`config.mk`:
```
export PLATFORM = sky130hd
export DESIGN_NAME = matmul_seq_ctrl_flat
export DESIGN_NICKNAME = d
export VERILOG_FILES = /design/src/rtl/matmul_seq_ctrl_if.sv /design/src/rtl/matmul_seq_ctrl.sv /design/src/flat_wrapper.sv
export SDC_FILE = /design/constraint.sdc
export NUM_CORES = 1
export LEC_CHECK = 0
export ABC_AREA = 0
export CAP_MARGIN = 30
export CORE_ASPECT_RATIO = 0.5
export CORE_MARGIN = 2
export CORE_UTILIZATION = 45
export DETAILED_ROUTE_END_ITERATION = 12
export PLACE_DENSITY = 0.76
export SLEW_MARGIN = 20
export SYNTH_ARGS = -nofsm -noshare
export SYNTH_HDL_FRONTEND = slang
export SYNTH_SLANG_ARGS = --single-unit
```
`constraint.sdc`:
```
create_clock -name clk -period 2.4 [get_ports clk]
set_input_delay 0.6 -clock clk [delete_from_list [all_inputs] [get_ports clk]]
set_output_delay 0.6 -clock clk [all_outputs]
set_load 0.05 [all_outputs]
```
`src/rtl/matmul_seq_ctrl_if.sv`:
```
// Host, memory-bank, MAC and result-slot signals of the 3x3 matmul sequencer.
// The slave modport is the controller side; master is the host/bench side.
interface matmul_seq_ctrl_if #(
    parameter int unsigned DW = 4
);
    logic          start;
    logic [1:0]    row_w;
    logic [1:0]    col_w;
    logic [1:0]    row_x;
    logic [1:0]    col_x;
    logic          in_valid;
    logic [DW-1:0] in_data;
    logic          in_ready;
    logic          mem_clear;
    logic          mem_we_w;
    logic          mem_we_x;
    logic [3:0]    mem_waddr;
    logic [DW-1:0] mem_wdata;
    logic          mac_clear;
    logic          mac_ld;
    logic [3:0]    w_base;
    logic [3:0]    x_base;
    logic          out_valid;
    logic          out_ready;
    logic [1:0]    out_row;
    logic [1:0]    out_col;
    logic          busy;
    logic          done;
    logic          err;

    modport slave (
        input  start, row_w, col_w, row_x, col_x, in_valid, in_data, out_ready,
        output in_ready, mem_clear, mem_we_w, mem_we_x, mem_waddr, mem_wdata,
               mac_clear, mac_ld, w_base, x_base, out_valid, out_row, out_col,
               busy, done, err
    );

    modport master (
        output start, row_w, col_w, row_x, col_x, in_valid, in_data, out_ready,
        input  in_ready, mem_clear, mem_we_w, mem_we_x, mem_waddr, mem_wdata,
               mac_clear, mac_ld, w_base, x_base, out_valid, out_row, out_col,
               busy, done, err
    );
endinterface

```
`src/rtl/matmul_seq_ctrl.sv`:
```
// Sequencer for the 3x3 matrix-multiply datapath: clears the bank, loads W then X
// from the host, then walks every C[i][j] in row-major order through the MAC.
module matmul_seq_ctrl #(
    parameter int unsigned MAC_LAT = 2,
    parameter int unsigned DW      = 4
) (
    input logic              clk,
    input logic              rst_n,
    matmul_seq_ctrl_if.slave ctrl_if
);

    typedef enum logic [3:0] {
        StIdle, StClear, StLoadW, StLoadX, StMacClr, StMacLd, StWait, StOut, StDone, StErr
    } state_e;

    state_e     state_q, state_d;
    logic [1:0] row_w_q, row_w_d, col_w_q, col_w_d;
    logic [1:0] row_x_q, row_x_d, col_x_q, col_x_d;
    logic [3:0] cnt_q, cnt_d;
    logic [1:0] i_q, i_d, j_q, j_d;
    logic [2:0] wait_q, wait_d;
    logic       err_q, err_d;

    logic [3:0]    w_total, x_total, w_row_base;
    logic [DW-1:0] pass_data;

    assign w_total    = 4'(row_w_q) * 4'(col_w_q);
    assign x_total    = 4'(row_x_q) * 4'(col_x_q);
    assign w_row_base = 4'(i_q) * 4'(col_w_q);

    // Write data is a pure pass-through of the host element.
    assign pass_data         = ctrl_if.in_data;
    assign ctrl_if.mem_wdata = pass_data;

    // State, job dimensions and counters.
    always_ff @(posedge clk or negedge rst_n) begin
        if (!rst_n) begin
            state_q <= StIdle;
            row_w_q <= '0;
            col_w_q <= '0;
            row_x_q <= '0;
            col_x_q <= '0;
            cnt_q   <= '0;
            i_q     <= '0;
            j_q     <= '0;
            wait_q  <= '0;
            err_q   <= 1'b0;
        end else begin
            state_q <= state_d;
            row_w_q <= row_w_d;
            col_w_q <= col_w_d;
            row_x_q <= row_x_d;
            col_x_q <= col_x_d;
            cnt_q   <= cnt_d;
            i_q     <= i_d;
            j_q     <= j_d;
            wait_q  <= wait_d;
            err_q   <= err_d;
        end
    end

    // Next-state and strobe decode; every output idles at zero outside its state.
    always_comb begin
        state_d = state_q;
        row_w_d = row_w_q;
        col_w_d = col_w_q;
        row_x_d = row_x_q;
        col_x_d = col_x_q;
        cnt_d   = cnt_q;
        i_d     = i_q;
        j_d     = j_q;
        wait_d  = wait_q;
        err_d   = err_q;

        ctrl_if.in_ready  = 1'b0;
        ctrl_if.mem_clear = 1'b0;
        ctrl_if.mem_we_w  = 1'b0;
        ctrl_if.mem_we_x  = 1'b0;
        ctrl_if.mem_waddr = '0;
        ctrl_if.mac_clear = 1'b0;
        ctrl_if.mac_ld    = 1'b0;
        ctrl_if.w_base    = '0;
        ctrl_if.x_base    = '0;
        ctrl_if.out_valid = 1'b0;
        ctrl_if.out_row   = '0;
        ctrl_if.out_col   = '0;
        ctrl_if.done      = 1'b0;
        ctrl_if.busy      = (state_q != StIdle);
        ctrl_if.err       = err_q;

        unique case (state_q)
            StIdle: begin
                if (ctrl_if.start) begin
                    row_w_d = ctrl_if.row_w;
                    col_w_d = ctrl_if.col_w;
                    row_x_d = ctrl_if.row_x;
                    col_x_d = ctrl_if.col_x;
                    err_d   = 1'b0;
                    if (ctrl_if.row_w == 2'd0 || ctrl_if.col_w == 2'd0 ||
                        ctrl_if.row_x == 2'd0 || ctrl_if.col_x == 2'd0 ||
                        ctrl_if.col_w != ctrl_if.row_x) begin
                        state_d = StErr;
                    end else begin
                        state_d = StClear;
                    end
                end
            end
            StClear: begin
                ctrl_if.mem_clear = 1'b1;
                cnt_d             = '0;
                state_d           = StLoadW;
            end
            StLoadW: begin
                ctrl_if.in_ready  = 1'b1;
                ctrl_if.mem_we_w  = ctrl_if.in_valid;
                ctrl_if.mem_waddr = cnt_q;
                if (ctrl_if.in_valid) begin
                    if (cnt_q == w_total - 4'd1) begin
                        cnt_d   = '0;
                        state_d = StLoadX;
                    end else begin
                        cnt_d = cnt_q + 4'd1;
                    end
                end
            end
            StLoadX: begin
                ctrl_if.in_ready  = 1'b1;
                ctrl_if.mem_we_x  = ctrl_if.in_valid;
                ctrl_if.mem_waddr = cnt_q;
                if (ctrl_if.in_valid) begin
                    if (cnt_q == x_total - 4'd1) begin
                        cnt_d   = '0;
                        i_d     = '0;
                        j_d     = '0;
                        state_d = StMacClr;
                    end else begin
                        cnt_d = cnt_q + 4'd1;
                    end
                end
            end
            StMacClr: begin
                ctrl_if.mac_clear = 1'b1;
                state_d           = StMacLd;
            end
            StMacLd: begin
                ctrl_if.mac_ld = 1'b1;
                ctrl_if.w_base = w_row_base;
                ctrl_if.x_base = 4'(j_q);
                wait_d         = 3'(MAC_LAT);
                state_d        = StWait;
            end
            StWait: begin
                // Exactly MAC_LAT cycles are spent here.
                wait_d = wait_q - 3'd1;
                if (wait_q <= 3'd1) begin
                    state_d = StOut;
                end
            end
            StOut: begin
                ctrl_if.out_valid = 1'b1;
                ctrl_if.out_row   = i_q;
                ctrl_if.out_col   = j_q;
                if (ctrl_if.out_ready) begin
                    if (j_q != col_x_q - 2'd1) begin
                        j_d     = j_q + 2'd1;
                        state_d = StMacClr;
                    end else if (i_q != row_w_q - 2'd1) begin
                        j_d     = '0;
                        i_d     = i_q + 2'd1;
                        state_d = StMacClr;
                    end else begin
                        state_d = StDone;
                    end
                end
            end
            StDone: begin
                ctrl_if.done = 1'b1;
                state_d      = StIdle;
            end
            StErr: begin
                err_d   = 1'b1;
                state_d = StIdle;
            end
            default: begin
                state_d = StIdle;
            end
        endcase
    end

endmodule
```
`src/flat_wrapper.sv`:
```
// flat-port wrapper written by rule: the top's interface ports become plain ports
module matmul_seq_ctrl_flat 
#(
    parameter int unsigned MAC_LAT = 2,
    parameter int unsigned DW      = 4
)
  (clk, rst_n, ctrl_if_start, ctrl_if_row_w, ctrl_if_col_w, ctrl_if_row_x, ctrl_if_col_x, ctrl_if_in_valid, ctrl_if_in_data, ctrl_if_out_ready, ctrl_if_in_ready, ctrl_if_mem_clear, ctrl_if_mem_we_w, ctrl_if_mem_we_x, ctrl_if_mem_waddr, ctrl_if_mem_wdata, ctrl_if_mac_clear, ctrl_if_mac_ld, ctrl_if_w_base, ctrl_if_x_base, ctrl_if_out_valid, ctrl_if_out_row, ctrl_if_out_col, ctrl_if_busy, ctrl_if_done, ctrl_if_err);
  matmul_seq_ctrl_if #(.DW(DW)) ctrl_if_i ();
  input logic clk;
  input logic rst_n;
  input wire logic [$bits(ctrl_if_i.start)-1:0] ctrl_if_start;
  input wire logic [$bits(ctrl_if_i.row_w)-1:0] ctrl_if_row_w;
  input wire logic [$bits(ctrl_if_i.col_w)-1:0] ctrl_if_col_w;
  input wire logic [$bits(ctrl_if_i.row_x)-1:0] ctrl_if_row_x;
  input wire logic [$bits(ctrl_if_i.col_x)-1:0] ctrl_if_col_x;
  input wire logic [$bits(ctrl_if_i.in_valid)-1:0] ctrl_if_in_valid;
  input wire logic [$bits(ctrl_if_i.in_data)-1:0] ctrl_if_in_data;
  input wire logic [$bits(ctrl_if_i.out_ready)-1:0] ctrl_if_out_ready;
  output wire logic [$bits(ctrl_if_i.in_ready)-1:0] ctrl_if_in_ready;
  output wire logic [$bits(ctrl_if_i.mem_clear)-1:0] ctrl_if_mem_clear;
  output wire logic [$bits(ctrl_if_i.mem_we_w)-1:0] ctrl_if_mem_we_w;
  output wire logic [$bits(ctrl_if_i.mem_we_x)-1:0] ctrl_if_mem_we_x;
  output wire logic [$bits(ctrl_if_i.mem_waddr)-1:0] ctrl_if_mem_waddr;
  output wire logic [$bits(ctrl_if_i.mem_wdata)-1:0] ctrl_if_mem_wdata;
  output wire logic [$bits(ctrl_if_i.mac_clear)-1:0] ctrl_if_mac_clear;
  output wire logic [$bits(ctrl_if_i.mac_ld)-1:0] ctrl_if_mac_ld;
  output wire logic [$bits(ctrl_if_i.w_base)-1:0] ctrl_if_w_base;
  output wire logic [$bits(ctrl_if_i.x_base)-1:0] ctrl_if_x_base;
  output wire logic [$bits(ctrl_if_i.out_valid)-1:0] ctrl_if_out_valid;
  output wire logic [$bits(ctrl_if_i.out_row)-1:0] ctrl_if_out_row;
  output wire logic [$bits(ctrl_if_i.out_col)-1:0] ctrl_if_out_col;
  output wire logic [$bits(ctrl_if_i.busy)-1:0] ctrl_if_busy;
  output wire logic [$bits(ctrl_if_i.done)-1:0] ctrl_if_done;
  output wire logic [$bits(ctrl_if_i.err)-1:0] ctrl_if_err;
  assign ctrl_if_i.start = ctrl_if_start;
  assign ctrl_if_i.row_w = ctrl_if_row_w;
  assign ctrl_if_i.col_w = ctrl_if_col_w;
  assign ctrl_if_i.row_x = ctrl_if_row_x;
  assign ctrl_if_i.col_x = ctrl_if_col_x;
  assign ctrl_if_i.in_valid = ctrl_if_in_valid;
  assign ctrl_if_i.in_data = ctrl_if_in_data;
  assign ctrl_if_i.out_ready = ctrl_if_out_ready;
  assign ctrl_if_in_ready = ctrl_if_i.in_ready;
  assign ctrl_if_mem_clear = ctrl_if_i.mem_clear;
  assign ctrl_if_mem_we_w = ctrl_if_i.mem_we_w;
  assign ctrl_if_mem_we_x = ctrl_if_i.mem_we_x;
  assign ctrl_if_mem_waddr = ctrl_if_i.mem_waddr;
  assign ctrl_if_mem_wdata = ctrl_if_i.mem_wdata;
  assign ctrl_if_mac_clear = ctrl_if_i.mac_clear;
  assign ctrl_if_mac_ld = ctrl_if_i.mac_ld;
  assign ctrl_if_w_base = ctrl_if_i.w_base;
  assign ctrl_if_x_base = ctrl_if_i.x_base;
  assign ctrl_if_out_valid = ctrl_if_i.out_valid;
  assign ctrl_if_out_row = ctrl_if_i.out_row;
  assign ctrl_if_out_col = ctrl_if_i.out_col;
  assign ctrl_if_busy = ctrl_if_i.busy;
  assign ctrl_if_done = ctrl_if_i.done;
  assign ctrl_if_err = ctrl_if_i.err;
  matmul_seq_ctrl #(.MAC_LAT(MAC_LAT), .DW(DW)) u_core (.clk(clk), .rst_n(rst_n), .ctrl_if(ctrl_if_i));
endmodule
```
==> Word level (Yosys, flattened, before mapping) <==
Cells that the tools add are included.
{ "word_totals": {"elab_cells": 109, "reg_bits": 24, "out_inout_bits": 30, "in_bits": 17} }
{ "op_classes": {"eq_ne": 24, "n_lt_le_gt_ge": 1, "mul": 3, "n_reduce_logical": 21, "add_sub_neg": 8, "mux": 42} }
{ "op_table": {"columns": ["operator", "n"], "rows": [
  ["2-to-1 mux 4 bit", 16],
  ["case mux 4 bit (8 select lines)", 1],
  ["2-to-1 mux 2 bit", 11],
  ["equality test 4 x 3 -> 1 bit, second input constant", 4],
  ["multiplier 2 x 2 -> 4 bit", 3],
  ["case mux 4 bit (3 select lines)", 1],
  ["!= test 2 bit, second input constant", 5],
  ["2-to-1 mux 1 bit", 9],
  ["equality test 4 x 2 -> 1 bit, second input constant", 2],
  ["equality test 4 bit", 2],
  ["equality test 4 bit, second input constant", 2],
  ["logical NOT 2 bit", 4],
  ["!= test 2 x 1 -> 1 bit, second input constant", 4],
  ["case mux 2 bit (2 select lines)", 2],
  ["subtractor 4 x 1 -> 4 bit, second input constant", 2],
  ["AND reduction 7 bit", 1],
  ["!= test 2 bit", 3],
  ["case mux 3 bit (2 select lines)", 1],
  ["AND reduction 6 bit", 1],
  ["nonzero test 2 bit", 3],
  ["AND reduction 5 bit", 1],
  ["adder 2 x 1 -> 2 bit, second input constant", 2],
  ["adder 4 x 1 -> 4 bit, second input constant", 1],
  ["equality test 4 x 1 -> 1 bit, second input constant", 1],
  ["12 further kinds", 17]
]} }

==> Logic depth before layout (Yosys ltp) <==
Gate-level depths: netlist of run 1.
{ "logic_depth": {"depth_word": 8, "depth_mapped": 10, "mapped_depth_nobuf": 10} }

==> Worst setup path before layout of run 1 <==
Ideal clock, no wire load.
{ "synth_path": {"kind": "register to output", "start": "register u_core.state_q[3]", "end": "output ctrl_if_w_base[0]", "setup_slack_ns": -0.354, "path_buffers": 2, "path_stages_with_launch": 6, "arrival_ns": 2.154, "path_cell_list": "dfrtp_1 -> clkbuf_8 -> nand2b_1 -> clkbuf_1 -> nor2_1 -> and3_1"} }
{ "synth_between": {"elab_chain_cells": 2} }
{ "synth_lines": {"columns": ["item", "line_no", "rtl"], "rows": [
  ["start: declaration", "matmul_seq_ctrl.sv:16", "state_e state_q, state_d;"],
  ["start signal: assignment", "matmul_seq_ctrl.sv:38", "state_q <= StIdle;"],
  ["start signal: assignment", "matmul_seq_ctrl.sv:49", "state_q <= state_d;"],
  ["equality test 4 x 3 -> 1 bit", "matmul_seq_ctrl.sv:91", "unique case (state_q)"],
  ["2-to-1 mux 4 bit", "matmul_seq_ctrl.sv:91", null],
  ["end: declaration", "flat_wrapper.sv:27", "output wire logic [$bits(ctrl_if_i.w_base)-1:0] ctrl_if_w_base;"]
]} }
No other way between the ends.

==> Worst setup path in the final report of run 1 <==
{ "layout_path": {"start": "register u_core.col_w_q[0]", "end": "register u_core.state_q[2]"} }
{ "layout_between": {"elab_chain_cells": 5} }
{ "layout_lines": {"columns": ["item", "line_no", "rtl"], "rows": [
  ["start: declaration", "matmul_seq_ctrl.sv:17", "logic [1:0] row_w_q, row_w_d, col_w_q, col_w_d;"],
  ["start signal: assignment", "matmul_seq_ctrl.sv:51", "col_w_q <= col_w_d;"],
  ["multiplier 2 x 2 -> 4 bit", "matmul_seq_ctrl.sv:27", "assign w_total = 4'(row_w_q) * 4'(col_w_q);"],
  ["subtractor 4 x 1 -> 4 bit", "matmul_seq_ctrl.sv:118", "if (cnt_q == w_total - 4'd1) begin"],
  ["equality test 4 bit", "matmul_seq_ctrl.sv:118", null],
  ["!= test 2 x 1 -> 1 bit (no source line)", null, null],
  ["AND reduction 7 bit (no source line)", null, null]
]} }
No other way between the ends.
A chain may end at the register's enable or synchronous reset.

==> flow_metrics.tcl, run 1 <==
set metrics [dict create \
    finClkSkew_ns 0.00502 \
    fillers 337 \
    internal_power_uw 2080 \
    cts_buffers 3 \
    gp_congestion 0.853 \
    final_area_um2 2830 \
    die_x_um 98.1 \
    critPathCaptureType "flip-flop" \
    clk_latency_ns 0.28 \
    grt_pass1_wl_um 8220 \
    crit_path_start_kind "flip-flop" \
    grt_pass1_vias 1717 \
    core_um2 4320 \
    placed_cell_area_um2 2710 \
    setup_ws_ns -0.171 \
    seq_area_um2 601 \
    nNetsFinal 291 \
    routed_wl_um 5020 \
    synth_area_um2 1990 \
    seq_power_share 0.198 \
    grt_max_degree 25 \
    p_sw_uw 1980 \
    synthFlopType "dfrtp_1" \
    ir_drop_mv 0.630 \
    wl_per_cell_um 15.8 \
    antenna_left 0 \
    switching_share 0.487 \
    ys_seq_area_frac 0.302 \
    p_comb_frac 0.741 \
    crit_fanout 6 \
    timing.rr.end "u_core.state_q[2]" \
    grt_setup_unrepaired "true" \
    diodes 0 \
    cp.required_ns 2.54 \
    worst_hold_path.endpoint "u_core.ctrl_if.err" \
    rrSetupSlack_ns -0.17 \
    vias_per_cell 5.50 \
    cp.arrival_ns 2.71 \
    maxCapViolations 0 \
    tightest_slew_ns 0.525 \
    min_from "u_core.ctrl_if.err" \
    pwr-share-clk 0.061 \
    cts_buffer_depth 2 \
    ys_ff_latch 24 \
    ios 47 \
    gr-total-overflow 0 \
    antenna_found_initial 0 \
    cts-root-buf "clkbuf_8" \
    leakage_uw 0.00124 \
    finalCriticalPeriod_ns 2.57 \
    start_util 0.461 \
    grtUsageTotal 0.208 \
    hpwlAfterDp_um 3770 \
    setup_violations 11 \
    hold_depth 2 \
    synth_area_per_cell_um2 9.22 \
    cts_sinks 24 \
    drv_slew 0 \
    rr_worst_depth 10 \
    area_growth_pct 42.3 \
    portBuffers 36 \
    outcome "complete, but fails checks" \
    vias 1748 \
    powerDensity_nw_per_um2 1430 \
    drt_iter0_drc 95 \
    first_pass_iters 4 \
    synthTopCellsByArea "dfrtp_1 (30%), ha_1 (5.7%), mux2_2 (4.5%)" \
    async_reset_ff_frac 1.00 \
    finish.utilization 0.656 \
    whs_ns 0.542 \
    crit_type "flip-flop to flip-flop" \
    dieArea_um2 5000 \
    min_period_over_period 1.07 \
    hold_violations 0 \
    synthCells 216 \
    relSlewSlack 0.649 \
    tns_ns -1.08 \
    synth_edf_count 0 \
    route.detailed.drc 0 \
    row_count 17 \
    synth_top_cell_by_area "dfrtp_1" \
    path_clk_slew_ns 0.09 \
    hold_class "flip-flop to flip-flop" \
    yosys.area.top_type_share 0.302 \
    fmax_mhz 389 \
    r2r_start "u_core.col_w_q[0]" \
    cts_tree "yes" \
    ys_types 57 \
    violations "negative setup slack" \
    multi_input_area_um2 1340 \
    die-height_um 51.0 \
    drive_gt1_frac 0.326 \
    yosysWarnings 0 \
    h-tree-depth 1 \
]
cells in the mapped netlist (all sizes together) (4+ instances only):
cell type,n
a21oi,7
a31oi,4
and2,11
and3,11
buf,11
dfrtp,24
ha,9
inv,14
mux2,8
mux2i,4
nand2,20
nand2b,10
nand3,5
nor2,13
nor3,6
o21ai,7
o31ai,4
xnor2,8
xor2,5
state kept, by name, summed over array words and instances (netlist names):
signal	flops
u_core.state_q	4
u_core.wait_q	3
u_core.col_w_q	2
u_core.i_q	2
u_core.ctrl_if.err	1
u_core.cnt_q	4
u_core.col_x_q	2
u_core.j_q	2
u_core.row_w_q	2
u_core.row_x_q	2
worst max-delay path, stage by stage (launching register included):
cell and delay [ns]:
dfrtp_1 0.41, nand2_1 0.08, ha_1 0.27, inv_1 0.04, ha_1 0.18, fa_1 0.37, xnor2_1 0.15, xnor2_1 0.15
o311a_4 0.41, nor4b_4 0.31, a2111oi_4 0.07
routing by layer:
layer,GRT usage,share of wire,vias to the layer above
li1,-,-,845
met2,0.352,0.48,50
met1,0.277,0.47,846
met5,0,0,-
met3,0.0424,0.042,7
met4,0.0556,0.012,0
worst max-delay path by stage:
| stage | startpoint | end | slack (ns) |
|---|---|---|---|
| finish | u_core.col_w_q[0] | u_core.state_q[2] | -0.17 |
| global route | u_core.col_x_q[1] | u_core.cnt_q[3] | -0.29 |
| CTS | u_core.row_x_q[1] | u_core.state_q[1] | -0.17 |
| detailed placement | u_core.row_x_q[1] | u_core.i_q[1] | -0.12 |
| global placement | u_core.col_x_q[0] | u_core.i_q[1] | -0.1 |
| floorplan | u_core.col_x_q[0] | u_core.i_q[1] | -0.11 |
kinds of logic after synthesis:
| group | Yosys count | share of synthesized area |
|---|---|---|
| AOI/OAI and AO/OA | 39 | 0.158 |
| xor gates and xnor gates | 13 | 0.0572 |
| adders and majority gates | 11 | 0.0767 |
| buffers and inverters | 28 | 0.0792 |
| DFF | 24 | 0.302 |
| muxes | 12 | 0.0654 |
| other | 1 | 0.00188 |
| and+or+nand+nor | 88 | 0.260 |
power by group through the flow:
stage / registers [uW] / clock network [uW] / logic [uW]
floorplan: 756 / 0 / 1970
global placement: 791 / 0 / 2760
detailed placement: 801 / 0 / 2820
CTS: 791 / 252 / 2910
global route: 830 / 270 / 3260
finish: 803 / 249 / 3000
final cells by class:
cell class | instances | area share
sequential | 24 | 0.212
multi-input combinational | 165 | 0.471
tap | 57 | 0.0252
clock buffer | 3 | 0.0146
timing repair buffer | 55 | 0.258
inverter | 14 | 0.0186
cells in the final DEF, fill, tap and decap left out, drive strengths merged, types with 4 or more instances in the layout:
cell	netlist	layout
ha	9	9
mux2i	4	4
a21oi	7	7
dfrtp	24	24
mux2	8	8
nand3	5	5
buf	11	42
inv	14	14
o31ai	4	4
nor2	13	13
a31oi	4	4
xnor2	8	8
and2	11	11
xor2	5	5
and3	11	11
nand2	20	20
clkdlybuf4s50	0	13
o21ai	7	7
nand2b	10	10
nor3	6	6
repair_timing:
action                     in CTS  in global routing
buffers inserted                1                  1
setup endpoints to repair      10                 17
hold buffers                    0                  0
pin swaps                       0                  3
gates resized for setup         3                 10
gates cloned                    0                  0
through the flow:
step / setup slack (ns) / power [uW] / cells
floorplan: -0.115 / 2730 / 217
global placement: -0.0999 / 3550 / 314
detailed placement: -0.122 / 3620 / 314
CTS: -0.167 / 3950 / 318
global route: -0.293 / 4360 / 318
finish: -0.171 / 4060 / 318
Note: power is estimated with default switching activity, not from simulation.
==> run 2, diff against run 1 <==
Settings changed: CTS_BUF_LIST set to sky130_fd_sc_hd__clkbuf_4 sky130_fd_sc_hd__clkbuf_8 sky130_fd_sc_hd__clkbuf_16.
==> results of run 2 <==
Final layout, timing and power as in run 1 (identical DEF).
